$ cat src/rtl/sd_cmd_engine_if.sv
// SD command-line engine bundle: sequencer handshake, status/response and
// the SD CMD/CLK pin signals. The engine takes the slave view; the
// sequencer/pad side (or a testbench) takes the master view.
interface sd_cmd_engine_if;
  logic         cmd_start;
  logic [5:0]   cmd_index;
  logic [31:0]  cmd_arg;
  logic [1:0]   resp_type;
  logic         busy;
  logic         done;
  logic         timeout;
  logic         crc_err;
  logic [127:0] resp;
  logic         sd_clk;
  logic         sd_cmd_out;
  logic         sd_cmd_oe;
  logic         sd_cmd_in;

  modport slave (
    input  cmd_start, cmd_index, cmd_arg, resp_type, sd_cmd_in,
    output busy, done, timeout, crc_err, resp, sd_clk, sd_cmd_out, sd_cmd_oe
  );

  modport master (
    output cmd_start, cmd_index, cmd_arg, resp_type, sd_cmd_in,
    input  busy, done, timeout, crc_err, resp, sd_clk, sd_cmd_out, sd_cmd_oe
  );
endinterface

$ cat src/rtl/sd_cmd_engine.sv
// SD/SDIO command-line engine: sends one 48-bit command with CRC7 on CMD,
// generates sd_clk, receives a 48/136-bit response and reports status.
// Optional macro SD_RESP_CRC_CHECK_EN enables response CRC7/end-bit
// checking; without it crc_err is tied low and the end bit is ignored.
//
// state  | meaning
// -------+-----------------------------------------------------------
// IDLE   | waiting for cmd_start, cmd released
// SEND   | shifting the 48-bit frame out on sd_clk falling edges
// WAIT   | looking for the response start bit, bounded by RESP_TIMEOUT
// RECV   | shifting the response in on sd_clk rising edges
// NRC    | NRC idle sd_clk cycles with cmd released
// DONE   | one-cycle done pulse, busy still high
module sd_cmd_engine #(
  parameter int CLK_DIV      = 2,
  parameter int RESP_TIMEOUT = 64,
  parameter int NRC          = 8
) (
  input logic            clk,
  input logic            rst,
  sd_cmd_engine_if.slave sd
);

  localparam logic [7:0]  DIV_LOAD      = 8'(CLK_DIV - 1);
  localparam logic [15:0] TX_BITS       = 16'd48;
  localparam logic [15:0] TO_LOAD       = 16'(RESP_TIMEOUT);
  localparam logic [15:0] NRC_LOAD      = 16'(NRC);
  // Bits still to come after the start bit has been seen.
  localparam logic [15:0] RX_SHORT_LEFT = 16'd47;
  localparam logic [15:0] RX_LONG_LEFT  = 16'd135;

  typedef enum logic [2:0] {
    S_IDLE, S_SEND, S_WAIT, S_RECV, S_NRC, S_DONE
  } state_e;

  // CRC7 (x^7+x^3+1, init 0) over 40 bits, MSB first.
  function automatic logic [6:0] crc7(input logic [39:0] data);
    logic [39:0] d;
    logic [6:0]  c;
    logic        fb;
    d = data;
    c = '0;
    for (int i = 0; i < 40; i++) begin
      fb = d[39] ^ c[6];
      c  = {c[5:0], 1'b0};
      if (fb) c = c ^ 7'h09;
      d  = {d[38:0], 1'b0};
    end
    return c;
  endfunction

  state_e       state_q, state_d;
  logic [7:0]   div_cnt_q;
  logic         sd_clk_q;
  logic         fall_tick, rise_tick;
  logic [15:0]  timer_q, timer_d;
  logic [47:0]  tx_q, tx_d;
  logic [126:0] rx_q, rx_d;
  logic [127:0] rx_nxt;
  logic [1:0]   rtype_q, rtype_d;
  logic         cmd_out_q, cmd_out_d;
  logic         cmd_oe_q, cmd_oe_d;
  logic         busy_q, busy_d;
  logic         done_q, done_d;
  logic         timeout_q, timeout_d;
  logic [127:0] resp_q, resp_d;
`ifdef SD_RESP_CRC_CHECK_EN
  logic         crc_err_q, crc_err_d;
`endif

  // Free-running divider; sd_clk toggles each time the down-counter hits zero.
  always_ff @(posedge clk or negedge rst) begin
    if (!rst) begin
      div_cnt_q <= '0;
      sd_clk_q  <= 1'b1;
    end else if (div_cnt_q == 8'd0) begin
      div_cnt_q <= DIV_LOAD;
      sd_clk_q  <= ~sd_clk_q;
    end else begin
      div_cnt_q <= div_cnt_q - 8'd1;
    end
  end

  assign fall_tick = (div_cnt_q == 8'd0) &&  sd_clk_q;
  assign rise_tick = (div_cnt_q == 8'd0) && !sd_clk_q;

  // FSM and datapath registers.
  always_ff @(posedge clk or negedge rst) begin
    if (!rst) begin
      state_q   <= S_IDLE;
      timer_q   <= '0;
      tx_q      <= '0;
      rx_q      <= '0;
      rtype_q   <= '0;
      cmd_out_q <= 1'b1;
      cmd_oe_q  <= 1'b0;
      busy_q    <= 1'b0;
      done_q    <= 1'b0;
      timeout_q <= 1'b0;
      resp_q    <= '0;
`ifdef SD_RESP_CRC_CHECK_EN
      crc_err_q <= 1'b0;
`endif
    end else begin
      state_q   <= state_d;
      timer_q   <= timer_d;
      tx_q      <= tx_d;
      rx_q      <= rx_d;
      rtype_q   <= rtype_d;
      cmd_out_q <= cmd_out_d;
      cmd_oe_q  <= cmd_oe_d;
      busy_q    <= busy_d;
      done_q    <= done_d;
      timeout_q <= timeout_d;
      resp_q    <= resp_d;
`ifdef SD_RESP_CRC_CHECK_EN
      crc_err_q <= crc_err_d;
`endif
    end
  end

  // Next-state logic: one shared down-counter serves as bit counter,
  // response timeout and NRC timer, since those phases never overlap.
  always_comb begin
    state_d   = state_q;
    timer_d   = timer_q;
    tx_d      = tx_q;
    rx_d      = rx_q;
    rtype_d   = rtype_q;
    cmd_out_d = cmd_out_q;
    cmd_oe_d  = cmd_oe_q;
    busy_d    = busy_q;
    done_d    = 1'b0;
    timeout_d = timeout_q;
    resp_d    = resp_q;
`ifdef SD_RESP_CRC_CHECK_EN
    crc_err_d = crc_err_q;
`endif
    rx_nxt    = {rx_q, sd.sd_cmd_in};

    case (state_q)
      S_IDLE: begin
        if (sd.cmd_start) begin
          tx_d      = {2'b01, sd.cmd_index, sd.cmd_arg,
                       crc7({2'b01, sd.cmd_index, sd.cmd_arg}), 1'b1};
          rtype_d   = sd.resp_type;
          timer_d   = TX_BITS;
          busy_d    = 1'b1;
          timeout_d = 1'b0;
`ifdef SD_RESP_CRC_CHECK_EN
          crc_err_d = 1'b0;
`endif
          state_d   = S_SEND;
        end
      end

      S_SEND: begin
        if (fall_tick) begin
          if (timer_q != 16'd0) begin
            cmd_out_d = tx_q[47];
            cmd_oe_d  = 1'b1;
            tx_d      = {tx_q[46:0], 1'b0};
            timer_d   = timer_q - 16'd1;
          end else begin
            cmd_out_d = 1'b1;
            cmd_oe_d  = 1'b0;
            if (rtype_q == 2'd0) begin
              timer_d = NRC_LOAD;
              state_d = S_NRC;
            end else begin
              timer_d = TO_LOAD;
              state_d = S_WAIT;
            end
          end
        end
      end

      S_WAIT: begin
        if (rise_tick) begin
          if (!sd.sd_cmd_in) begin
            rx_d    = rx_nxt[126:0];
            timer_d = (rtype_q == 2'd3) ? RX_LONG_LEFT : RX_SHORT_LEFT;
            state_d = S_RECV;
          end else if (timer_q <= 16'd1) begin
            timeout_d = 1'b1;
            timer_d   = NRC_LOAD;
            state_d   = S_NRC;
          end else begin
            timer_d = timer_q - 16'd1;
          end
        end
      end

      S_RECV: begin
        if (rise_tick) begin
          rx_d = rx_nxt[126:0];
          if (timer_q <= 16'd1) begin
            // rx_nxt now holds the whole response, last bit in bit 0.
            resp_d = (rtype_q == 2'd3) ? rx_nxt : {90'b0, rx_nxt[45:8]};
`ifdef SD_RESP_CRC_CHECK_EN
            crc_err_d = !rx_nxt[0] ||
                        ((rtype_q == 2'd1) && (crc7(rx_nxt[47:8]) != rx_nxt[7:1]));
`endif
            timer_d = NRC_LOAD;
            state_d = S_NRC;
          end else begin
            timer_d = timer_q - 16'd1;
          end
        end
      end

      S_NRC: begin
        if (rise_tick) begin
          if (timer_q <= 16'd1) begin
            done_d  = 1'b1;
            timer_d = '0;
            state_d = S_DONE;
          end else begin
            timer_d = timer_q - 16'd1;
          end
        end
      end

      S_DONE: begin
        busy_d  = 1'b0;
        state_d = S_IDLE;
      end

      default: state_d = S_IDLE;
    endcase
  end

  assign sd.sd_clk     = sd_clk_q;
  assign sd.sd_cmd_out = cmd_out_q;
  assign sd.sd_cmd_oe  = cmd_oe_q;
  assign sd.busy       = busy_q;
  assign sd.done       = done_q;
  assign sd.timeout    = timeout_q;
  assign sd.resp       = resp_q;
`ifdef SD_RESP_CRC_CHECK_EN
  assign sd.crc_err    = crc_err_q;
`else
  assign sd.crc_err    = 1'b0;
`endif

endmodule

$ cat src/flat_wrapper.sv
// flat-port wrapper written by rule: the top's interface ports become plain ports
module sd_cmd_engine_flat 
#(
  parameter int CLK_DIV      = 2,
  parameter int RESP_TIMEOUT = 64,
  parameter int NRC          = 8
)
  (clk, rst, sd_cmd_start, sd_cmd_index, sd_cmd_arg, sd_resp_type, sd_sd_cmd_in, sd_busy, sd_done, sd_timeout, sd_crc_err, sd_resp, sd_sd_clk, sd_sd_cmd_out, sd_sd_cmd_oe);
  sd_cmd_engine_if sd_i ();
  input logic clk;
  input logic rst;
  input wire logic [$bits(sd_i.cmd_start)-1:0] sd_cmd_start;
  input wire logic [$bits(sd_i.cmd_index)-1:0] sd_cmd_index;
  input wire logic [$bits(sd_i.cmd_arg)-1:0] sd_cmd_arg;
  input wire logic [$bits(sd_i.resp_type)-1:0] sd_resp_type;
  input wire logic [$bits(sd_i.sd_cmd_in)-1:0] sd_sd_cmd_in;
  output wire logic [$bits(sd_i.busy)-1:0] sd_busy;
  output wire logic [$bits(sd_i.done)-1:0] sd_done;
  output wire logic [$bits(sd_i.timeout)-1:0] sd_timeout;
  output wire logic [$bits(sd_i.crc_err)-1:0] sd_crc_err;
  output wire logic [$bits(sd_i.resp)-1:0] sd_resp;
  output wire logic [$bits(sd_i.sd_clk)-1:0] sd_sd_clk;
  output wire logic [$bits(sd_i.sd_cmd_out)-1:0] sd_sd_cmd_out;
  output wire logic [$bits(sd_i.sd_cmd_oe)-1:0] sd_sd_cmd_oe;
  assign sd_i.cmd_start = sd_cmd_start;
  assign sd_i.cmd_index = sd_cmd_index;
  assign sd_i.cmd_arg = sd_cmd_arg;
  assign sd_i.resp_type = sd_resp_type;
  assign sd_i.sd_cmd_in = sd_sd_cmd_in;
  assign sd_busy = sd_i.busy;
  assign sd_done = sd_i.done;
  assign sd_timeout = sd_i.timeout;
  assign sd_crc_err = sd_i.crc_err;
  assign sd_resp = sd_i.resp;
  assign sd_sd_clk = sd_i.sd_clk;
  assign sd_sd_cmd_out = sd_i.sd_cmd_out;
  assign sd_sd_cmd_oe = sd_i.sd_cmd_oe;
  sd_cmd_engine #(.CLK_DIV(CLK_DIV), .RESP_TIMEOUT(RESP_TIMEOUT), .NRC(NRC)) u_core (.clk(clk), .rst(rst), .sd(sd_i));
endmodule
$ cat config.mk
export PLATFORM = sky130hd
export DESIGN_NAME = sd_cmd_engine_flat
export DESIGN_NICKNAME = d
export VERILOG_FILES = /design/src/rtl/sd_cmd_engine_if.sv /design/src/rtl/sd_cmd_engine.sv /design/src/flat_wrapper.sv
export SDC_FILE = /design/constraint.sdc
export NUM_CORES = 1
export LEC_CHECK = 0
export CORE_MARGIN = 2
export CORE_UTILIZATION = 55
export CTS_CLUSTER_SIZE = 28
export DETAILED_ROUTE_END_ITERATION = 16
export DONT_BUFFER_PORTS = 1
export GPL_ROUTABILITY_DRIVEN = 0
export HOLD_SLACK_MARGIN = 0.06
export PLACE_DENSITY = 0.69
export SYNTH_ARGS = -nofsm -noshare
export SYNTH_HDL_FRONTEND = slang
export SYNTH_SLANG_ARGS = --single-unit
$ cat constraint.sdc
create_clock -name clk -period 7.93 [get_ports clk]
set_clock_uncertainty 0.05 [all_clocks]
set_input_delay 0.793 -clock clk [delete_from_list [all_inputs] [get_ports clk]]
set_output_delay 0.793 -clock clk [all_outputs]
set_load 0.01 [all_outputs]
Word level (Yosys, flattened, before mapping)
Cells that the tools add are included.
{ "totals": {"reg_bits": 338, "inputBits": 44, "output_inout_bits": 135, "word_cells": 290} }
{ "op_classes": {"n_addsub": 2, "n_lt_le_gt_ge": 1, "eq_ne": 17, "mux": 159, "bitwise": 77, "reduce_logical": 21} }
{ "op_table": {"columns": ["operator", "n"], "rows": [
  ["2-to-1 mux 7 bit", 77],
  ["2-to-1 mux 127 bit", 3],
  ["case mux 127 bit (2 select lines)", 1],
  ["2-to-1 mux 4 bit", 38],
  ["2-to-1 mux 16 bit", 9],
  ["2-to-1 mux 48 bit", 3],
  ["2-to-1 mux 128 bit", 1],
  ["case mux 48 bit (2 select lines)", 1],
  ["case mux 16 bit (5 select lines)", 1],
  ["inverter 2 bit", 38],
  ["XOR 1 bit", 38],
  ["2-to-1 mux 3 bit", 10],
  ["<= comparator 16 x 1 -> 1 bit, second input constant", 1],
  ["2-to-1 mux 8 bit", 2],
  ["nonzero test 16 bit", 1],
  ["subtractor 16 x 1 -> 16 bit, second input constant", 1],
  ["case mux 3 bit (5 select lines)", 1],
  ["inequality test 2 x 1 -> 1 bit, second input constant", 7],
  ["2-to-1 mux 1 bit", 10],
  ["logical NOT 8 bit", 1],
  ["inequality test 2 bit, second input constant", 4],
  ["AND reduction 4 bit", 2],
  ["nonzero test 2 bit", 4],
  ["subtractor 8 x 1 -> 8 bit, second input constant", 1],
  ["16 further kinds", 22]
]} }

Longest topological paths before layout
Gate-level depths: netlist (run 1).
{ "depth": {"ltp_word": 154, "mapped_depth": 12, "ltp_nobuf": 9} }

Worst setup path after synthesis (run 1)
No wires, ideal clock.
{ "synth_path": {"path_kind": "in2reg", "from": "input port sd_cmd_arg[31]", "to": "register u_core.tx_q[4]", "setup_time_ns": 0.094, "arrival_time_ns": 3.016, "required_time_ns": 7.786, "path_slack_ns": 4.770, "path_stages": 7, "path_buffers": 0, "cell_sequence": "xnor3_1 -> xnor2_2 -> xor3_2 -> xnor2_1 -> xnor3_2 -> xnor3_1 -> a221oi_2"} }
{ "synth_between": {"elab_chain_cells": 94, "elab_cells_between_ends": 124, "classes_between": "mux: 96; bitwise: 28"} }
{ "synth_lines": {"columns": ["element", "line_no", "text"], "rows": [
  ["start, declared", "flat_wrapper.sv:14", "input wire logic [$bits(sd_i.cmd_arg)-1:0] sd_cmd_arg;"],
  ["XOR 1 bit *", "sd_cmd_engine.sv:44", "fb = d[39] ^ c[6];"],
  ["2-to-1 mux 4 bit *", "sd_cmd_engine.sv:46", "if (fb) c = c ^ 7'h09;"],
  ["2-to-1 mux 7 bit *", "sd_cmd_engine.sv:143", "if (sd.cmd_start) begin"],
  ["2-to-1 mux 7 bit *", "sd_cmd_engine.sv:141", "case (state_q)"],
  ["2-to-1 mux 4 bit", "sd_cmd_engine.sv:46", null],
  ["2-to-1 mux 7 bit *", "sd_cmd_engine.sv:143", null],
  ["2-to-1 mux 7 bit *", "sd_cmd_engine.sv:141", null],
  ["2-to-1 mux 4 bit", "sd_cmd_engine.sv:46", null],
  ["[78 not listed]", null, null],
  ["2-to-1 mux 7 bit *", "sd_cmd_engine.sv:141", null],
  ["2-to-1 mux 4 bit", "sd_cmd_engine.sv:46", null],
  ["2-to-1 mux 7 bit *", "sd_cmd_engine.sv:143", null],
  ["2-to-1 mux 7 bit *", "sd_cmd_engine.sv:141", null],
  ["inverter 2 bit (no line)", null, null],
  ["2-to-1 mux 4 bit *", "sd_cmd_engine.sv:46", null],
  ["2-to-1 mux 48 bit *", "sd_cmd_engine.sv:143", null],
  ["case mux 48 bit (2 select lines) *", "sd_cmd_engine.sv:141", null],
  ["end signal, assigned", "sd_cmd_engine.sv:107", "tx_q <= tx_d;"],
  ["end, declared", "sd_cmd_engine.sv:57", "logic [47:0] tx_q, tx_d;"]
]} }
Every way passes the cells marked *; elsewhere a longest branch is shown, timed or not. The select of a mux whose other input is x is not followed.
A chain may end at the register's enable or synchronous reset.

Worst setup path in the final report (run 1)
{ "layout_path": {"from": "register u_core.div_cnt_q[0]", "to": "register u_core.rx_q[100]"} }
{ "layout_between": {"elab_chain_cells": 4, "elab_cells_between_ends": 5, "classes_between": "eq/ne: 2; reduce/logical: 3"} }
{ "layout_lines": {"columns": ["element", "line_no", "text"], "rows": [
  ["start, declared", "sd_cmd_engine.sv:53", "logic [7:0] div_cnt_q;"],
  ["start signal, assigned", "sd_cmd_engine.sv:80", "div_cnt_q <= div_cnt_q - 8'd1;"],
  ["logical NOT 8 bit *", "sd_cmd_engine.sv:85", "assign rise_tick = (div_cnt_q == 8'd0) && !sd_clk_q;"],
  ["logical AND 1 bit *", "sd_cmd_engine.sv:85", null],
  ["inequality test 2 x 1 -> 1 bit (no line)", null, null],
  ["AND reduction 4 bit (no line) *", null, null],
  ["end signal, assigned", "sd_cmd_engine.sv:108", "rx_q <= rx_d;"],
  ["end, declared", "sd_cmd_engine.sv:58", "logic [126:0] rx_q, rx_d;"]
]} }
Every way passes the cells marked *; elsewhere a longest branch is shown, timed or not.

==> results of run 1 <==
[cells in the final DEF (no fill, tap or decap), types with 10 or more instances in the layout]
| master | netlist | layout |
|---|---|---|
| nor2_1 | 71 | 71 |
| clkbuf_16 | 0 | 38 |
| xor2_1 | 15 | 15 |
| inv_1 | 10 | 10 |
| nand2_1 | 336 | 336 |
| mux2_2 | 127 | 127 |
| xnor2_1 | 47 | 47 |
| a21oi_1 | 19 | 19 |
| dfrtp_1 | 336 | 336 |
| xnor3_1 | 10 | 10 |
| nor3_1 | 17 | 17 |
| a31oi_1 | 40 | 40 |
| mux2i_1 | 40 | 40 |
| clkbuf_1 | 74 | 11 |
| o21ai_0 | 165 | 165 |
[worst reg2reg max path: stages (launching register included)]
cell and delay (ns):
dfrtp_1 0.39, inv_1 0.08, ha_1 0.22, nor4b_1 0.49, nand2_1 0.30, nor4_4 0.32, buf_4 0.71, buf_4 0.80
mux2_2 0.46
[sequential cells by signal (all words and copies together), names as in the netlist]
signal,count
u_core.div_cnt_q,8
u_core.rx_q,127
u_core.sd.busy,1
u_core.sd.sd_cmd_oe,1
u_core.timer_q,16
u_core.rtype_q,2
u_core.sd.timeout,1
u_core.sd.done,1
u_core.sd.sd_clk,1
u_core.state_q,3
u_core.sd.resp,128
u_core.tx_q,48
u_core.sd.sd_cmd_out,1
[cell type report]
type	instances	area [sq um]	area share [%]
Clock inverter	5	80.1	0.493
Clock buffer	57	1100	6.79
Sequential cell	338	8460	52.1
Inverter	10	37.5	0.231
Tap cell	341	427	2.63
Multi-Input combinational cell	967	6060	37.3
Timing Repair Buffer	8	60.1	0.370
[through the flow]
step	setup slack [ns]	instances
2_1_floorplan	4.77	1404
3_3_place_gp	4.12	1664
3_5_place_dp	4.00	1664
4_1_cts	3.97	1726
5_1_grt	3.68	1726
6_report	3.99	1726
[logic make-up (layout without fill, tap and decap cells)]
group | after synthesis | in the layout
fa+ha+maj | 3 | 3
xor+xnor | 76 | 76
compound gates | 258 | 258
simple gates | 462 | 462
flops | 338 | 338
mux | 167 | 167
other cells | 1 | 1
buf+inv | 99 | 80
[how the worst max path moves through the flow]
stage | startpoint | end | slack, ns | cells after the start
after global placement | u_core.div_cnt_q[0]$_DFF_PN0_ | u_core.rx_q[98]$_DFFE_PN0P_ | 4.12 | 8
after detailed placement | u_core.div_cnt_q[0]$_DFF_PN0_ | u_core.rx_q[100]$_DFFE_PN0P_ | 4.00 | 8
after global routing | u_core.div_cnt_q[0]$_DFF_PN0_ | u_core.rx_q[100]$_DFFE_PN0P_ | 3.68 | 8
after CTS | u_core.div_cnt_q[0]$_DFF_PN0_ | u_core.rx_q[100]$_DFFE_PN0P_ | 3.97 | 8
after floorplan | sd_cmd_arg[31] | u_core.tx_q[4]$_DFFE_PN0P_ | 4.77 | 7
final | u_core.div_cnt_q[0]$_DFF_PN0_ | u_core.rx_q[100]$_DFFE_PN0P_ | 3.99 | 8
[per-layer routing]
layer  wire, um  track usage, %  vias to the layer above
met3       2430            7.15                       50
met2      13900            34.0                      221
met5          0               0                        -
li1           -               -                     4678
met4        597            5.92                        0
met1      13300            29.9                     4745
[report_power, final]
part	total, mW	internal [mW]	switching [mW]
clock network	1.66	0.992	0.667
logic	1.21	0.513	0.701
registers	2.08	1.93	0.153
==> impl_metrics.ini, run 1 <==
[outcome]
outcome = finished, violations left
violations = hold timing

[synthesis]
synth_cells = 1404
synthArstFlopShare_pct = 100
yosysUniqueCellTypes = 56
synth_top_cell_area_share_pct = 56.5
yosysWarnings = 0
synthFlopType = dfrtp_1
synth-edff-count = 0
syn_nets = 1451
synth_xor_area_share_pct = 5.77
ys_top_cells_by_count = 336 x dfrtp_1, 336 x nand2_1, 165 x o21ai_0, 127 x mux2_2, 74 x clkbuf_1
synth_top_family_by_area = simple AND/OR/NAND/NOR gates
synthSimpleGateAreaFrac_pct = 12.6
synth_compound_area_share_pct = 9.60
synth_fa_ha_area_share_pct = 0.252
synth_area_leader_cell = dfrtp_1
ys_seq_area_share_pct = 56.8
synth.cell_area_sq_um = 14900
synthTopCellsByArea = dfrtp_1 56%, mux2_2 9.6%, nand2_1 8.5%
ys_ff_latch = 338
syn_avg_cell_area_sq_um = 10.6
muxShareOfSynthArea_pct = 12.3

[floorplan]
initial_core_util_pct = 55.5
fp.dieW_um = 169
die-area_sq_um = 28400
core_sq_um = 26800
die-height_um = 169
io_pins = 179
rows = 60

[worst_setup_path]
path_buf_inv = 3
slowest_delay_ns = 0.73
cp_max_fo = 69
start_kind = register
critPathTopFamily = buffers and inverters
ff2ff_path_depth = 8
cp.required_ns = 8.27
r2r_slack_ns = 3.99
crit_slowest_cell = buf_4
arrival_ns = 4.28
cp_common_cell = buf_4
reg2reg_to = u_core.rx_q[100]$_DFFE_PN0P_
path_cells = inv_1, ha_1, nor4b_1, nand2_1, nor4_4, buf_4, buf_4, mux2_2
r2r_start = u_core.div_cnt_q[0]$_DFF_PN0_
worstSetupPathType = reg2reg
crit_path_end_kind = register

[clock_network]
cts_buffers = 37
htreeDepth = 2
clockBufferDepth = 3
clock-sinks = 338
path_clk_slew_ns = 0.06
cts_resized = 0
cts-root-buf = clkbuf_16
postCtsSetupBuffers = 0
tritoncts = yes
clock_latency_ns = 0.52

[global_routing]
grt_pass1_vias = 9947
track_usage_pct = 21.9
antenna_found_initial = 0
grt_max_degree = 339
grt_pass1_wl_um = 51200
overflow = 0

[routing]
drt-initial-drc-count = 584
vias_per_cell = 5.62
antenna_left = 0
drt-pass1-iter-count = 5
drc = 0
vias = 9694
finalWirelength_um = 30200
detail_route.wl_per_cell_um = 17.5

[flow_run]
cap_violations = 0

[sta]
grt_setup_unrepaired = false
worst_pin_slew_ns = 0.892
period_share_pct = 49.7
setup_viol = 0
whs_ns = -0.0680
slew_headroom_pct = 40.5
timing.setup.tns_ns = 0
fmax_ghz = 0.254
post-route-min-period_ns = 3.94
finalMaxSlewViolations = 0
finalHoldViolations = 34

[pwr]
power_leakage_nw = 7.32
ir_worst_vdd_mv = 0.211
p_per_area_nw_per_um2 = 305
totalPowerFinal_mw = 4.95

[cells_and_area]
final_nets = 1409
insertedDiodeCount = 0
drive_gt1_share_pct = 14.6
final.fill_count = 2204
fin_util_pct = 60.6
final_area_sq_um = 16200
syn_to_final_growth_pct = 9.01

[placed_design]
numPortBuffers = 0
dp_hpwl_um = 18900
placed_area_sq_um = 15000

[min_path]
hold_class = in2async
Power figures use the tool's default switching activity.
==> inputs of run 2 (changes only) <==
- PLACE_DENSITY: 0.69 -> 0.72
- clock period: 7.93 -> 3.32 ns (I/O delays scaled with it)
==> run 2 against run 1 <==
  * The run still ends with hold timing left
  * Clock-buffer cell count is 2 lower
  * Critical path depth is 1 lower
  * Sequential power is 140% higher
  * Largest cell class unchanged
  * Largest power group unchanged
==> impl_metrics.ini, run 2 (same netlist as run 1, synthesis figures left out) <==
[placed_design]
dp_hpwl_um = 19200
dpl.cell_count = 1674
placed_area_sq_um = 15200
numPortBuffers = 0
post-place-ws_ns = 0.312

[sta]
period_share_pct = 93.9
slew_headroom_pct = 30.0
post-route-min-period_ns = 3.12
grt_setup_unrepaired = false
setup_viol = 0
setup_slack_ns = 0.201
finalHoldViolations = 338
whs_ns = -0.523
timing.setup.tns_ns = 0
worst_pin_slew_ns = 1.05
finalMaxSlewViolations = 0
fmax_ghz = 0.321

[cells_and_area]
multi_input_area_sq_um = 6070
final.fill_count = 2070
fin_util_pct = 63.3
final_nets = 1462
layout.cells.non_filler = 1783
insertedDiodeCount = 0
final_area_sq_um = 17000
syn_to_final_growth_pct = 14.0
layout_common_cells = 336 x nand2_1, 336 x dfrtp_1, 165 x o21ai_0, 127 x mux2_2, 71 x nor2_1
seq_area_sq_um = 8460
drive_gt1_share_pct = 15.5
largest_reg_flops = 128

[routing]
drc = 0
detail_route.wl_per_cell_um = 17.7
vias = 10000
vias_per_cell = 5.61
drt-pass1-iter-count = 5
antenna_left = 0
drt-initial-drc-count = 908
finalWirelength_um = 31600

[clock_network]
postCtsSetupBuffers = 0
tritoncts = yes
clock-sinks = 338
clockBufferDepth = 3
htreeDepth = 2
cts_buffers = 37
hold_buffers = 43
clock_latency_ns = 0.51
cts-root-buf = clkbuf_16
path_clk_slew_ns = 0.06

[worst_setup_path]
crit_slowest_cell = or4_1
start_kind = register
path_cells = or4_1, nor4_2, o2111a_1, nand3_4, buf_12, nand2_1, o21ai_0
arrival_ns = 3.42
cp.required_ns = 3.62
r2r_start = u_core.timer_q[8]$_DFFE_PN0P_
crit_path_end_kind = register
slowest_delay_ns = 0.59
cp_max_fo = 256
setup.worst_path.start = u_core.timer_q[8]$_DFFE_PN0P_
worstSetupPathType = reg2reg

[floorplan]
io_pins = 179
core_sq_um = 26800
die-height_um = 169
die-area_sq_um = 28400
rows = 60
initial_core_util_pct = 55.5
fp.dieW_um = 169

[min_path]
hold_class = in2async

[pwr]
totalPowerFinal_mw = 12.5
power_leakage_nw = 7.66
ir_worst_vdd_mv = 0.384
p_per_area_nw_per_um2 = 734

[outcome]
outcome = finished, violations left
violations = hold timing

[global_routing]
overflow = 0
grt_pass1_vias = 10100
track_usage_pct = 22.5
grt_max_degree = 339
antenna_found_initial = 0
grt_pass1_wl_um = 52500

[flow_run]
cap_violations = 0
## run 2: cell types whose count changed in the layout (fill, tap and decap cells not counted), moves of 3 or more
| cell | previous run | this run |
|---|---|---|
| buf_12 | 0 | 6 |
| buf_4 | 8 | 12 |
| bufinv_16 | 1 | 5 |
| clkbuf_1 | 11 | 6 |
| clkbuf_8 | 8 | 11 |
| dlygate4sd3_1 | 0 | 43 |
## run 2: worst paths after layout
check                                                  to  slack, ns  cells after the start
setup / recovery           u_core.sd.resp[94]$_DFFE_PN0P_       0.20                      7
min in group clk            u_core.state_q[0]$_DFFE_PN0P_       0.10                      3
setup reg to reg           u_core.sd.resp[94]$_DFFE_PN0P_       0.20                      7
max in group asynchronous      u_core.rx_q[8]$_DFFE_PN0P_       2.95                      0
hold reg to reg             u_core.div_cnt_q[0]$_DFF_PN0_       0.41                      1
hold / removal              u_core.div_cnt_q[2]$_DFF_PN0_      -0.52                      0
## run 2: per-layer routing
metal	global-route usage (%)	wire, um	vias to the layer above
met4	6.26	790	0
met2	35.6	14600	246
met3	5.92	2100	57
li1	-	-	4770
met5	0	0	-
met1	31.1	14100	4936
## run 2: final cells by class
cell class	instances	area share, %
tap	341	2.51
sequential	338	49.8
clock buffer	55	6.63
timing repair buffer	61	3.77
multi-input combinational	967	35.8
inverter	10	0.221
clock inverter	11	1.25
## run 2: what timing repair did
| action | 4_1_cts | 5_1_grt |
|---|---|---|
| gates resized for setup | 0 | 2 |
| endpoints found under the setup margin | 0 | 81 |
| endpoints found under the hold margin | 384 | 338 |
## run 2: report_power, final
group / switching (mW) / internal (mW) / total (mW)
Sequential: 0.383 / 4.60 / 4.98
Combinational: 1.73 / 1.33 / 3.06
Clock: 1.67 / 2.75 / 4.43
Total: 3.78 / 8.68 / 12.5
## run 2: critical path, delay by kind of cell, from the launching register on
family	cells	cell delay [ns]
simple gates	4	1.36
compound gates	2	0.59
flops	1	0.39
buf+inv	1	0.25
